### src/rtl/urv_console_uart.sv
// rtl/urv_console_uart.sv - uRV console/test-status peripheral with FIFO-buffered 8N1 UART transmitter
//
// Ports:
//   clk_i, rst_i        clock, asynchronous active-high reset
//   dm_addr_i           CPU data address (full 32-bit match)
//   dm_data_s_i         CPU store data
//   dm_data_select_i    byte-lane enables (lane 0 gates console pushes)
//   dm_store_i          one-cycle store strobe
//   dm_ready_o          low while the console FIFO is full
//   dm_store_done_o     one-cycle ack of a store to a mapped address
//   clear_i             clears test_done_o, test_code_o, overflow_o
//   uart_txd_o          8N1 serial output, idle high
//   tx_busy_o           FIFO non-empty or frame in flight
//   test_done_o         sticky flag: status word written
//   test_code_o         last status word written
//   overflow_o          sticky flag: console byte dropped on a full FIFO
module urv_console_uart #(
  parameter int unsigned g_baud_div     = 16,
  parameter int unsigned g_fifo_depth   = 16,
  parameter logic [31:0] g_console_addr = 32'h0010_0000,
  parameter logic [31:0] g_status_addr  = 32'h0010_0004
) (
  input  logic        clk_i,
  input  logic        rst_i,
  input  logic [31:0] dm_addr_i,
  input  logic [31:0] dm_data_s_i,
  input  logic [3:0]  dm_data_select_i,
  input  logic        dm_store_i,
  output logic        dm_ready_o,
  output logic        dm_store_done_o,
  input  logic        clear_i,
  output logic        uart_txd_o,
  output logic        tx_busy_o,
  output logic        test_done_o,
  output logic [31:0] test_code_o,
  output logic        overflow_o
);

  localparam int AW = $clog2(g_fifo_depth);
  localparam int CW = AW + 1;
  localparam int BW = $clog2(g_baud_div);
  localparam logic [BW-1:0] BAUD_RELOAD = BW'(g_baud_div - 1);

  typedef enum logic [1:0] {IDLE, START, DATA, STOP} state_t;

  state_t          state, state_next;
  logic [BW-1:0]   baud_cnt;
  logic [2:0]      bit_cnt;
  logic [7:0]      shift;
  logic            pop;

  logic [7:0]      mem [g_fifo_depth];
  logic [AW-1:0]   wr_ptr, rd_ptr;
  logic [CW-1:0]   count;
  logic            full, empty;

  logic            console_hit, status_hit, push_req, push;
  logic            unused_sel;

  assign unused_sel  = ^dm_data_select_i[3:1];

  assign console_hit = dm_store_i && (dm_addr_i == g_console_addr);
  assign status_hit  = dm_store_i && (dm_addr_i == g_status_addr);
  assign push_req    = console_hit && dm_data_select_i[0];
  // Fullness is judged on the registered count only; a same-cycle pop does not make room.
  assign push        = push_req && !full;

  assign full        = (count == CW'(g_fifo_depth));
  assign empty       = (count == '0);
  assign dm_ready_o  = !full;
  assign tx_busy_o   = (state != IDLE) || !empty;

  // Console FIFO
  always_ff @(posedge clk_i) begin
    if (push) mem[wr_ptr] <= dm_data_s_i[7:0];
  end

  always_ff @(posedge clk_i or posedge rst_i) begin
    if (rst_i) begin
      wr_ptr <= '0;
      rd_ptr <= '0;
      count  <= '0;
    end else begin
      if (push) wr_ptr <= wr_ptr + 1'b1;
      if (pop)  rd_ptr <= rd_ptr + 1'b1;
      case ({push, pop})
        2'b10:   count <= count + 1'b1;
        2'b01:   count <= count - 1'b1;
        default: count <= count;
      endcase
    end
  end

  // Store acknowledge, test status and overflow flags
  always_ff @(posedge clk_i or posedge rst_i) begin
    if (rst_i) begin
      dm_store_done_o <= 1'b0;
      test_done_o     <= 1'b0;
      test_code_o     <= '0;
      overflow_o      <= 1'b0;
    end else begin
      dm_store_done_o <= console_hit || status_hit;
      // A status store in the same cycle as clear_i takes priority.
      if (status_hit) begin
        test_done_o <= 1'b1;
        test_code_o <= dm_data_s_i;
      end else if (clear_i) begin
        test_done_o <= 1'b0;
        test_code_o <= '0;
      end
      if (push_req && full) overflow_o <= 1'b1;
      else if (clear_i)     overflow_o <= 1'b0;
    end
  end

  // TX FSM: state register and datapath
  always_ff @(posedge clk_i or posedge rst_i) begin
    if (rst_i) begin
      state    <= IDLE;
      baud_cnt <= BAUD_RELOAD;
      bit_cnt  <= '0;
      shift    <= '0;
    end else begin
      state <= state_next;
      if ((state_next != state) || (state == DATA && baud_cnt == '0))
        baud_cnt <= BAUD_RELOAD;
      else if (baud_cnt != '0)
        baud_cnt <= baud_cnt - 1'b1;

      if (pop) begin
        shift <= mem[rd_ptr];
      end else if (state == DATA && baud_cnt == '0) begin
        shift <= shift >> 1;
      end

      if (state != DATA)        bit_cnt <= '0;
      else if (baud_cnt == '0)  bit_cnt <= bit_cnt + 1'b1;
    end
  end

  // TX FSM: next state
  always_comb begin
    state_next = state;
    case (state)
      IDLE:  if (!empty) state_next = START;
      START: if (baud_cnt == '0) state_next = DATA;
      DATA:  if (baud_cnt == '0 && bit_cnt == 3'd7) state_next = STOP;
      STOP:  if (baud_cnt == '0) state_next = empty ? IDLE : START;
      default: state_next = IDLE;
    endcase
  end

  // TX FSM: outputs
  always_comb begin
    uart_txd_o = 1'b1;
    pop        = 1'b0;
    case (state)
      IDLE:  pop = !empty;
      START: uart_txd_o = 1'b0;
      DATA:  uart_txd_o = shift[0];
      // Popping on the last stop cycle chains the next frame with no idle gap.
      STOP:  pop = (baud_cnt == '0) && !empty;
      default: uart_txd_o = 1'b1;
    endcase
  end

endmodule

### config.mk
export PLATFORM = sky130hd
export DESIGN_NAME = urv_console_uart
export DESIGN_NICKNAME = d
export VERILOG_FILES = /design/src/rtl/urv_console_uart.sv
export SDC_FILE = /design/constraint.sdc
export NUM_CORES = 1
export LEC_CHECK = 0
export CORE_UTILIZATION = 42
export CTS_BUF_LIST = sky130_fd_sc_hd__clkbuf_4
export DETAILED_ROUTE_END_ITERATION = 10
export PLACE_DENSITY = 0.73
export SLEW_MARGIN = 30
export SYNTH_ARGS = -nofsm -noshare
export SYNTH_HDL_FRONTEND = slang
export SYNTH_SLANG_ARGS = --single-unit
### constraint.sdc
create_clock -name clk_i -period 3.3 [get_ports clk_i]
set_input_delay 0.99 -clock clk_i [delete_from_list [all_inputs] [get_ports clk_i]]
set_output_delay 0.99 -clock clk_i [all_outputs]
set_load 0.005 [all_outputs]
# Yosys cells after proc, flatten, opt, wreduce, memory -nomap -nowiden
# Memory sizes are Yosys's and may differ from the RTL's.
# Cells that the tools add are included.
classes:
  addsub: 6
  eq_ne: 11
  mux: 22
  n_reduce_logical: 24
ops:
  columns: ["cell", "count"]
  rows:
  - ["equality test 32 x 21 -> 1 bit (second input constant)", 2]
  - ["two-way mux 32 bit", 2]
  - ["two-way mux 8 bit", 2]
  - ["nonzero test 2 bit", 7]
  - ["case mux 5 bit (2 select lines)", 1]
  - ["adder 4 x 1 -> 4 bit (second input constant)", 2]
  - ["logical AND 1 bit", 8]
  - ["two-way mux 2 bit", 4]
  - ["two-way mux 4 bit", 2]
  - ["case mux 2 bit (4 select lines)", 1]
  - ["equality test 2 bit (second input constant)", 3]
  - ["two-way mux 1 bit", 6]
  - ["two-way mux 3 bit", 2]
  - ["adder 5 x 1 -> 5 bit (second input constant)", 1]
  - ["equality test 5 bit (second input constant)", 1]
  - ["logical NOT 5 bit", 1]
  - ["subtractor 5 x 1 -> 5 bit (second input constant)", 1]
  - ["equality test 2 x 1 -> 1 bit (second input constant)", 2]
  - ["logical NOT 4 bit", 1]
  - ["case mux 1 bit (2 select lines)", 2]
  - ["nonzero test 4 bit", 1]
  - ["subtractor 4 x 1 -> 4 bit (second input constant)", 1]
  - ["adder 3 x 1 -> 3 bit (second input constant)", 1]
  - ["equality test 3 bit (second input constant)", 1]
  - ["5 further kinds", 8]
totals:
  reg_bits: 65
  mem_bits_rw: 128
  inputBits: 72
  mem_count: 1
memory_table:
  columns: ["name", "words", "width", "rd", "rd_ports_with_merged_regs", "wr", "line", "source"]
  rows:
  - ["mem", 16, 8, 1, 0, 1, "52", "logic [7:0] mem [g_fifo_depth];"]

# Logic depth before layout (Yosys ltp)
depth:
  word_depth: 7
  mapped_depth: 15

# Worst setup path after synthesis
# OpenSTA, ideal clock, no wires.
synth_path:
  kind: "input to register"
  startpoint: "in dm_addr_i[21]"
  endpoint: "reg count[4]"
  arrival_ps: 3678
  slack_ps: -458
  stages: 13
  path_cell_list: "nor4b_1 > nand4_1 > nor3b_2 > and2_1 > inv_1 > ha_1 > xor2_1 > ha_1 > o21a_1 > o221a_2 > or3_1 > a21oi_1 > xor2_1"
synth_between:
  elab_chain_cells: 6
  word_cells_on_any_way: 8
  cone_classes: "3 x eq/ne; 1 x mux; 4 x reduce/logical"
synth_lines:
  columns: ["element", "line", "source"]
  rows:
  - ["start, declared", "25", "input logic [31:0] dm_addr_i,"]
  - ["equality test 32 x 21 -> 1 bit (*)", "62", "assign console_hit = dm_store_i && (dm_addr_i == g_console_addr);"]
  - ["logical AND 1 bit (*)", "62", null]
  - ["logical AND 1 bit (*)", "64", "assign push_req = console_hit && dm_data_select_i[0];"]
  - ["logical AND 1 bit (*)", "66", "assign push = push_req && !full;"]
  - ["equality test 2 x 1 -> 1 bit / equality test 2 bit (equally long branches)", "86", "case ({push, pop})"]
  - ["case mux 5 bit (2 select lines) / nonzero test 2 bit (equally long branches)", null, null]
  - ["end signal, assigned", "87", "2'b10: count <= count + 1'b1;"]
  - ["end signal, assigned", "88", "2'b01: count <= count - 1'b1;"]
  - ["end signal, assigned", "89", "default: count <= count;"]
  - ["end, declared", "54", "logic [CW-1:0] count;"]
# Mark *: on every way between the ends. The rest lies on a longest branch, timed or not.
# A chain may end at the register's enable or synchronous reset.

# Worst setup path after layout
layout_path:
  startpoint: "in dm_addr_i[24]"
  endpoint: "reg count[4]"
# The elaborated chain is that of the path after synthesis.

==> run summary <==
Status: finished clean
Clock Skew: 0.0232 ns
Netlist cell types: 58
GRT overflow: 0
Nets: 767
DR vias: 5,021
Maxcap violations: 0
Cell Chain, Critical Path: dlygate4sd2_1 > nor4b_4 > nand4_1 > nor3b_2 > and2_4 > inv_4 > ha_4 > xor2_2 > ha_2 > o21a_1 > o221a_4 > or3_4 > a21oi_2 > xor2_1
Fmax: 0.308 GHz
Kind of critical path: in -> reg
Tmin final: 3.24 ns
Starting Density: 42.9%
Chip width: 143 um
Post-route insts no fill: 956
DRC viols: 0
Clock slew at reported path FFs: 0.17 ns
Setup WS post-layout: 0.0583 ns
Synth-to-layout area growth: 24.8%
Hold Crit Class: reg -> reg
Setup TNS: 0 ns
CTS Buf Count: 17
Actual slew at the worst max-slew pin: 0.702 ns
Hold Violations, Final: 0
Wirelength per Cell: 18.3 um
End-of-flow core utilization: 53.5%
Avg Cell Area, Syn: 15.7 um2
Final ANT Viol Nets: 0
Post-synth EDFFs: 128
CTS tree: built
HP Start: test_done_o
Pwr/cell area: 404 mW/mm2
#FFs+latches synth: 193
Worst path slowest cell: or3_4
Reg2reg end: count[4]
DP Cell Count: 914
Largest net degree at the start of global routing: 35
P_leak: 3.97 nW
Syn. warnings: 0
Depth of the worst register-to-register path: 14
Clk sink count: 193
WL final: 17.5 mm
Commonest cells after routing, fill and taps aside: edfxtp_1, clkdlybuf4s50_1, dfrtp_1
Mapped Cells: 533
Post-Syn Area: 0.00838 mm2
Required time worst endpoint: 3.79 ns
Vias in the first global route: 5,135
Die area: 0.0205 mm2
Worst setup SP type: input port
Drt via density: 5.25
Post-Place Worst Slack: -0.700 ns
Core Area: 0.0195 mm2
Peak VDD IR: 0.000299 V
Crit path arrival time: 3.73 ns
Slew Limit Fails: 0
GRT Resource Usage Total: 17.5%
Post-synth net total: 622
Final setup fails: 0
Critical path's largest stage delay: 0.33 ns
Worst-Skew Late Latency: 0.55 ns
Ys async rst share: 33.7%
Area after DPL: 0.0100 mm2
Post-synthesis sequential area ratio: 65.3%
Antenna diode count: 0
Crit path capture type: register
Post-route design area: 0.0105 mm2
Clock root buffer: clkbuf_4
Slew Limit Headroom: 53.1%
R2r startpoint: baud_cnt[0]
PortBufs: 106
First-pass GRT wire length: 27.0 mm
Gpl congestion: 0.763
# H-tree levels: 4
Cell Rows: 51
Most common cell after layout, fill and taps aside: edfxtp_1
Initial antenna violation count: 0
CP Max Fanout: 3
Hold Crit Depth: 1
Dpl hpwl: 12.0 mm
Num ports: 110
Hold buffers post-CTS: 0
Share of layout cells above drive strength 1: 27.2%
DRT Pass-1 Iters: 4
Die Span Y: 143 um
Final Cycle Share: 98.2%
Initial drt markers: 367
Hold Slack: 0.511 ns
Hold EP: test_done_o
Total power: 4.22 mW
R2R Setup Slk: 0.19 ns
Synth Flop Type: edfxtp_1
CTS max path bufs: 2
-- power by group --
group,internal [mW],switching (mW),leakage (nW)
sequential,2.63,0.0300,2.03
clock,0.441,0.876,0.172
combinational,0.117,0.124,1.77
-- layer usage --
layer | GRT usage [%] | up-vias | wire length, um
met3 | 4.43 | 23 | 1160
li1 | - | 2307 | -
met5 | 0 | - | 0
met1 | 22.2 | 2516 | 7100
met4 | 4.31 | 0 | 231
met2 | 29.9 | 175 | 8960
-- critical path: cells and delay by family --
family	cells	cell delay [ns]
AND/OR/NAND/NOR	5	1.21
AO/OA/AOI/OAI	3	0.62
adder cells (fa/ha/maj)	2	0.34
buffers and inverters	2	0.30
XOR/XNOR	2	0.28
-- state kept, by name, summed over array words and instances, names as in the netlist, 2 cells and up --
name	cells
wr_ptr	4
count	5
bit_cnt	3
test_code_o	32
state	2
mem	128
baud_cnt	4
rd_ptr	4
shift	8
-- worst max path at each step --
stage | from | end | depth (start not counted)
2_1_floorplan | dm_addr_i[5] | count[4] | 13
3_3_place_gp | dm_addr_i[29] | count[4] | 14
3_5_place_dp | dm_addr_i[29] | count[4] | 14
4_1_cts | state[0] | uart_txd_o | 7
5_1_grt | dm_addr_i[22] | count[4] | 14
6_report | dm_addr_i[24] | count[4] | 14
-- final cells by class --
class | instances | area [um2]
multi-input combinational | 300 | 2830
clock buffer | 18 | 135
clock inverter | 14 | 186
inverter | 13 | 51.3
fill | 1605 | 9070
tap | 265 | 332
sequential | 193 | 5480
timing repair buffer | 153 | 1440
-- cell families after synthesis --
kind of cell    after synthesis  share of synthesized area [%]
flops                       193                           65.3
simple gates                136                           9.29
mux                          73                           14.1
compound gates               61                           5.08
buf+inv                      40                           2.27
fa+ha+maj                    17                           2.54
xor+xnor                     13                           1.36
-- cells in the mapped netlist (2+ instances only) --
| master | n | area share (%) |
|---|---|---|
| a21o_1 | 2 | 0.18 |
| a21oi_1 | 11 | 0.66 |
| a22oi_1 | 15 | 1.3 |
| and2_1 | 4 | 0.30 |
| and3_1 | 3 | 0.22 |
| buf_2 | 7 | 0.42 |
| buf_4 | 4 | 0.36 |
| buf_6 | 2 | 0.27 |
| clkbuf_1 | 13 | 0.58 |
| dfrtp_1 | 61 | 18 |
| dfstp_2 | 4 | 1.3 |
| edfxtp_1 | 128 | 46 |
| ha_1 | 17 | 2.5 |
| inv_1 | 11 | 0.49 |
| mux2_2 | 33 | 4.4 |
| mux2i_1 | 7 | 0.84 |
| mux4_2 | 33 | 8.9 |
| nand2_1 | 35 | 1.6 |
| nand3_1 | 6 | 0.36 |
| nand4_1 | 3 | 0.22 |
| nor2_1 | 12 | 0.54 |
| nor2b_1 | 38 | 2.8 |
| nor3_1 | 6 | 0.36 |
| nor3b_1 | 6 | 0.54 |
| nor4_1 | 7 | 0.52 |
| nor4b_1 | 2 | 0.21 |
| o21ai_0 | 19 | 1.1 |
| o21ai_2 | 2 | 0.21 |
| or2b_1 | 2 | 0.18 |
| xnor2_1 | 8 | 0.84 |
| xor2_1 | 5 | 0.52 |
-- timing repair --
action,in CTS,in global routing
setup buffers,3,7
endpoints found under the setup margin,2,3
resized for setup,34,17
pin swaps,15,17
Power figures use the tool's default switching activity.
